==> src/rtl/flags_reg_nbit.sv <==
// Status-flag register for an N-bit ALU: captures live flags per operation and
// keeps sticky overflow/error flags plus a saturating error counter.
module flags_reg_nbit #(
    parameter int unsigned WIDTH = 8,
    parameter int unsigned CNTW  = 4
) (
    input  logic             clk,
    input  logic             rst,
    input  logic             valid,
    input  logic [2:0]       Op,
    input  logic [WIDTH-1:0] A,
    input  logic [WIDTH-1:0] B,
    input  logic [WIDTH-1:0] Result,
    input  logic             Cout,
    input  logic             Error,
    input  logic             clr_sticky,
    output logic             Zero,
    output logic             Negative,
    output logic             CarryOut,
    output logic             Overflow,
    output logic             Err,
    output logic             StickyOv,
    output logic             StickyErr,
    output logic [CNTW-1:0]  ErrCount,
    output logic             flags_valid
);

    typedef enum logic [2:0] {
        OP_ADD = 3'b000,
        OP_SUB = 3'b001
    } op_e;

    logic            r_zero;
    logic            r_neg;
    logic            r_carry;
    logic            r_ov;
    logic            r_err;
    logic            r_sticky_ov;
    logic            r_sticky_err;
    logic [CNTW-1:0] r_err_cnt;
    logic            r_flags_valid;

    logic            w_sign_a;
    logic            w_sign_b;
    logic            w_sign_r;
    logic            w_ov;
    logic            w_sticky_ov_next;
    logic            w_sticky_err_next;
    logic [CNTW-1:0] w_cnt_base;
    logic [CNTW-1:0] w_cnt_next;

    always_comb begin
        w_sign_a = A[WIDTH-1];
        w_sign_b = B[WIDTH-1];
        w_sign_r = Result[WIDTH-1];
        w_ov     = 1'b0;
        if (Op == OP_ADD) begin
            w_ov = (w_sign_a == w_sign_b) && (w_sign_r != w_sign_a);
        end else if (Op == OP_SUB) begin
            w_ov = (w_sign_a != w_sign_b) && (w_sign_r != w_sign_a);
        end
    end

    // Clear is applied before the coincident capture's event is accumulated.
    always_comb begin
        w_sticky_ov_next  = clr_sticky ? 1'b0 : r_sticky_ov;
        w_sticky_err_next = clr_sticky ? 1'b0 : r_sticky_err;
        w_cnt_base        = clr_sticky ? '0 : r_err_cnt;
        w_cnt_next        = w_cnt_base;
        if (valid) begin
            w_sticky_ov_next  = w_sticky_ov_next | w_ov;
            w_sticky_err_next = w_sticky_err_next | Error;
            if (Error && !(&w_cnt_base)) begin
                w_cnt_next = w_cnt_base + CNTW'(1);
            end
        end
    end

    always_ff @(posedge clk) begin
        if (rst) begin
            r_zero        <= 1'b0;
            r_neg         <= 1'b0;
            r_carry       <= 1'b0;
            r_ov          <= 1'b0;
            r_err         <= 1'b0;
            r_sticky_ov   <= 1'b0;
            r_sticky_err  <= 1'b0;
            r_err_cnt     <= '0;
            r_flags_valid <= 1'b0;
        end else begin
            r_flags_valid <= valid;
            r_sticky_ov   <= w_sticky_ov_next;
            r_sticky_err  <= w_sticky_err_next;
            r_err_cnt     <= w_cnt_next;
            if (valid) begin
                r_zero  <= (Result == '0);
                r_neg   <= w_sign_r;
                r_carry <= Cout;
                r_ov    <= w_ov;
                r_err   <= Error;
            end
        end
    end

    assign Zero        = r_zero;
    assign Negative    = r_neg;
    assign CarryOut    = r_carry;
    assign Overflow    = r_ov;
    assign Err         = r_err;
    assign StickyOv    = r_sticky_ov;
    assign StickyErr   = r_sticky_err;
    assign ErrCount    = r_err_cnt;
    assign flags_valid = r_flags_valid;

endmodule

==> config.mk <==
export PLATFORM = sky130hd
export DESIGN_NAME = flags_reg_nbit
export DESIGN_NICKNAME = d
export VERILOG_FILES = /design/src/rtl/flags_reg_nbit.sv
export SDC_FILE = /design/constraint.sdc
export NUM_CORES = 1
export LEC_CHECK = 0
export BUFFER_PORTS_ARGS = -buffer_cell sky130_fd_sc_hd__buf_2
export CAP_MARGIN = 30
export CORE_MARGIN = 5
export CORE_UTILIZATION = 36
export DETAILED_ROUTE_END_ITERATION = 8
export GPL_TIMING_DRIVEN = 0
export PLACE_DENSITY_LB_ADDON = 0.08
export SYNTH_ARGS = -nofsm -noshare
export SYNTH_HDL_FRONTEND = slang
export SYNTH_SLANG_ARGS = --single-unit
export TNS_END_PERCENT = 1
==> constraint.sdc <==
create_clock -name clk -period 1.6 [get_ports clk]
set_input_delay 0.24 -clock clk [delete_from_list [all_inputs] [get_ports clk]]
set_output_delay 0.24 -clock clk [all_outputs]
set_load 0.05 [all_outputs]
Word-level counts from Yosys, hierarchy flattened
Cells that the tools add are included.
Word-level totals
  register bits after elaboration: 12
  word-level logic and storage cells: 32
  input bits: 33
Cells by class
  add/sub/neg operators: 1
  equal/unequal tests: 4
  multiplexer cells: 9
  bitwise operators: 2
  reductions and logical operators: 7
Operators by type and width (number)
  2-to-1 mux 4 bit: 3
  logical NOT 8 bit: 1
  2-to-1 mux 1 bit: 6
  adder 4 x 1 -> 4 bit (second input constant): 1
  AND reduction 4 bit: 1
  equality test 3 x 1 -> 1 bit (second input constant): 1
  logical AND 1 bit: 3
  logical NOT 3 bit: 1
  != test 1 bit: 2
  OR 1 bit: 2
  equality test 1 bit: 1
  logical NOT 1 bit: 1

Logic depth before layout (Yosys ltp)
  depth in word-level cells: 6
  mapped depth: 5

Least setup slack after synthesis
OpenSTA, ideal clock, no wires.
  path type: register to register
  from: register r_err_cnt[1], in the netlist ErrCount[1]
  to: register r_err_cnt[3], in the netlist ErrCount[3]
  clock period less this slack: 1.651 ns
  arrival time: 1.516 ns
  path slack: -0.051 ns
  setup time: 0.135 ns
  buffers on the path: 0
  stages on the path, launching flop included: 6
  data required time: 1.465 ns
  cell sequence: dfxtp_1 and2b_2 ha_1 and4b_4 o311ai_0 o41ai_1
Between the ends
  longest elaborated chain between the ends: 6
  elaborated cells on any way between the ends: 7
  those cells by class: add/sub: 1; mux: 3; reduce/logical: 3
RTL lines
  from (decl): RTL line 40  | logic [CNTW-1:0] r_err_cnt;
  from (signal assigned): RTL line 94  | r_err_cnt <= w_cnt_next;
  2-to-1 mux 4 bit (*): RTL line 68  | w_cnt_base = clr_sticky ? '0 : r_err_cnt;
  parallel branches: the longest is 3 deep, another holds adder 4 x 1 -> 4 bit
  2-to-1 mux 4 bit (*): RTL line 73  | if (Error && !(&w_cnt_base)) begin
  2-to-1 mux 4 bit (*): RTL line 70  | if (valid) begin
Every way passes the cells marked *.
A chain may end at the register's enable or synchronous reset.

Final worst setup path
  from: register r_err_cnt[1], in the netlist ErrCount[1]
  to: register r_err_cnt[0], in the netlist ErrCount[0]
Between the ends
  longest elaborated chain between the ends: 6
RTL lines (RTL line)
  2-to-1 mux 4 bit: 68
  AND reduction 4 bit: 73
  logical NOT 1 bit: 73
  logical AND 1 bit: 73
  2-to-1 mux 4 bit: 73
  2-to-1 mux 4 bit: 70
Every way passes these cells.

==> impl_metrics.toml <==
[power_and_ir_drop]
totalPowerFinal_w = 0.000660
power.density_mw_per_mm2 = 875
ir_drop_v = 0.000546
p_leak_nw = 0.368

[worst_setup_path]
crit_chain = "and2b_2 > ha_1 > and4b_4 > or3_1 > a21oi_1"
crit_path_max_fanout = 5
path_delay_family = "simple AND/OR/NAND/NOR gates"
worst_path_max_delay_cell = "dfxtp_2"
cp.arrival_ns = 1.63
worst_setup_path_start_kind = "flop"
max_stage_delay_ns = 0.32
path_buf_inv = 0
worstSetupPathType = "flop to flop"
end_kind = "flop"
cp_data_required_time_ns = 1.80

[clock_network]
post_cts_buffers = 0
root_buffer = "clkbuf_4"
cts.sinks = 12
ctsHtreeMaxLevel = 1
clk_path_buf_depth = 2
cts_hold_buffers = 0
clkLatencyLatePin_ns = 0.27
cts_buffers = 3
cts_tree = "yes"
clk_pin_slew_ns = 0.07

[yosys]
synthArstFlopShare_pct = 0
yosys.area.top_type = "dfxtp_1"
synth_edf_count = 0
synth-main-ff-cell = "dfxtp_1"
mappedNetlistNets = 91
yosys_register_bits = 12
syn_inst = 57
synth_most_common_cell = "dfxtp_1"
syn_area_um2 = 551
syn_area_per_cell_um2 = 9.66
ys_warn_count = 0
yosysTopAreaCellShare_pct = 43.6
synthTopCellsByArea = "dfxtp_1, a21oi_1, xnor3_1, mux2i_1, nand2b_1"
synthTopCellsByCount = "dfxtp_1, a21oi_1"
ys_types = 27
ys_seq_area_share_pct = 43.6

[placed_design]
place_area_um2 = 718
post-place-ws_ns = 0.0317
gp_congestion = 0.684
placedCellCount = 102
io_buffers = 29
place_hpwl_um = 978

[floorplanning]
dieArea_mm2 = 0.00241
initial_core_util_pct = 37.4
die_h_um = 49.1
core_area_mm2 = 0.00147
die_w_um = 49.1
io_pins = 45
fp-row-count = 14

[sta]
maxSlewViolCount = 0
fmax_mhz = 700
fin_worst_skew_ns = 0.000164
fin_tns_setup_ns = 0
fin_ws_ns = 0.171
worstMarginPinSlew_ns = 0.427
rsz0062_at_grt = "false"
setup_violations = 0
slew_headroom_pct = 71.5
fin_crit_ns = 1.43
post-route-period-util_pct = 89.3
hold_violations = 0

[route]
dr.pass1.iters = 4
drtAntennaViolNets = 0
route.detailed.drc = 0
wirelength_um = 1230
vias = 516
drtIter0Drc = 11
wl_per_cell_um = 11.6
vias_per_cell = 4.87

[grt]
grt_pass1_wl_um = 2080
grt_max_degree = 11
grt_overflow = 0
antenna_found_initial = 0
grt_pass1_vias = 506
track_usage_pct = 10.7

[final_layout]
antenna_cells = 0
final_cells = 106
final_nets = 125
stdcell_area_um2 = 754
drive_gt1_share_pct = 44.4
area_growth_pct = 37.0

[run_status]
status = "completed"

[worst_hold_path]
min_path_type = "input pin to flop"

[flow_run]
drv_cap = 0
==> cell type report <==
cell class                      instances  area [um^2]
Inverter                                3         11.3
Tap cell                               16         20.0
Sequential cell                        12          243
Timing Repair Buffer                   29          145
Buffer                                  2         11.3
Multi-Input combinational cell         40          288
Clock buffer                            4         36.3
Fill cell                             164          717
==> path summary, 6_finish.rpt <==
path,start,endpoint,slack [ns],depth (start not counted)
min reg2reg,StickyOv,StickyOv,0.46,2
max reg2reg,ErrCount[1],ErrCount[0],0.17,5
max,ErrCount[1],ErrCount[0],0.17,5
min,rst,flags_valid,0.17,2
==> cells in the final DEF, fill, tap and decap left out <==
cell type	count
and4b_4	1
xnor3_1	1
o311ai_1	1
nand2_1	2
inv_1	3
a211o_1	1
ha_1	1
nor2_1	3
nor3b_1	1
xor2_1	1
clkbuf_1	1
dfxtp_2	2
clkbuf_8	1
nand4_1	1
nand2b_1	3
and2b_2	2
o311ai_0	1
mux2i_1	2
buf_2	29
nand3_1	1
nand4b_1	1
o21ai_0	3
o41ai_1	1
nor4_1	2
nor2b_1	2
dfxtp_1	10
nand2_2	1
a21oi_1	5
o21a_1	2
or3_1	1
clkbuf_4	3
buf_4	1
==> metal layers <==
metal	share of wire, %	track usage (%)
met3	8.2	4.89
met4	0.98	4.04
met2	46	15.7
met5	0	0
met1	44	13.5
==> metrics by stage <==
stage | hold slack, ns | util, %
after global placement | 0.449 | 48.8
final | 0.165 | 51.3
after global routing | 0.165 | 51.3
after floorplan | 0.323 | -
after detailed placement | 0.453 | 48.8
after CTS | 0.159 | 51.3
==> report_power, final <==
part / switching (W) / internal (W) / leakage [nW]
Sequential: 0.00000469 / 0.000308 / 0.0988
Combinational: 0.0000663 / 0.0000418 / 0.248
Clock: 0.000101 / 0.000138 / 0.0210
==> logic make-up (layout without fill, tap and decap cells) <==
| family | Yosys count | count (layout) | share of synthesized area (%) |
|---|---|---|---|
| AOI/OAI and AO/OA | 14 | 14 | 16.4 |
| xor gates and xnor gates | 2 | 2 | 5.68 |
| adders and majority gates | 1 | 1 | 2.27 |
| buffers and inverters | 5 | 38 | 4.09 |
| DFF | 12 | 12 | 43.6 |
| muxes | 2 | 2 | 3.64 |
| and+or+nand+nor | 21 | 21 | 24.3 |
==> registers in the layout (all words and copies together) (netlist names) <==
signal       flops
Zero             1
flags_valid      1
StickyErr        1
Err              1
Overflow         1
CarryOut         1
Negative         1
ErrCount         4
StickyOv         1
==> what timing repair did <==
item | 4_1_cts | 5_1_grt
setup endpoints to repair | 0 | 1
resized for setup | 0 | 1
hold endpoints to repair | 0 | 0
Note: power is estimated with default switching activity, not from simulation.
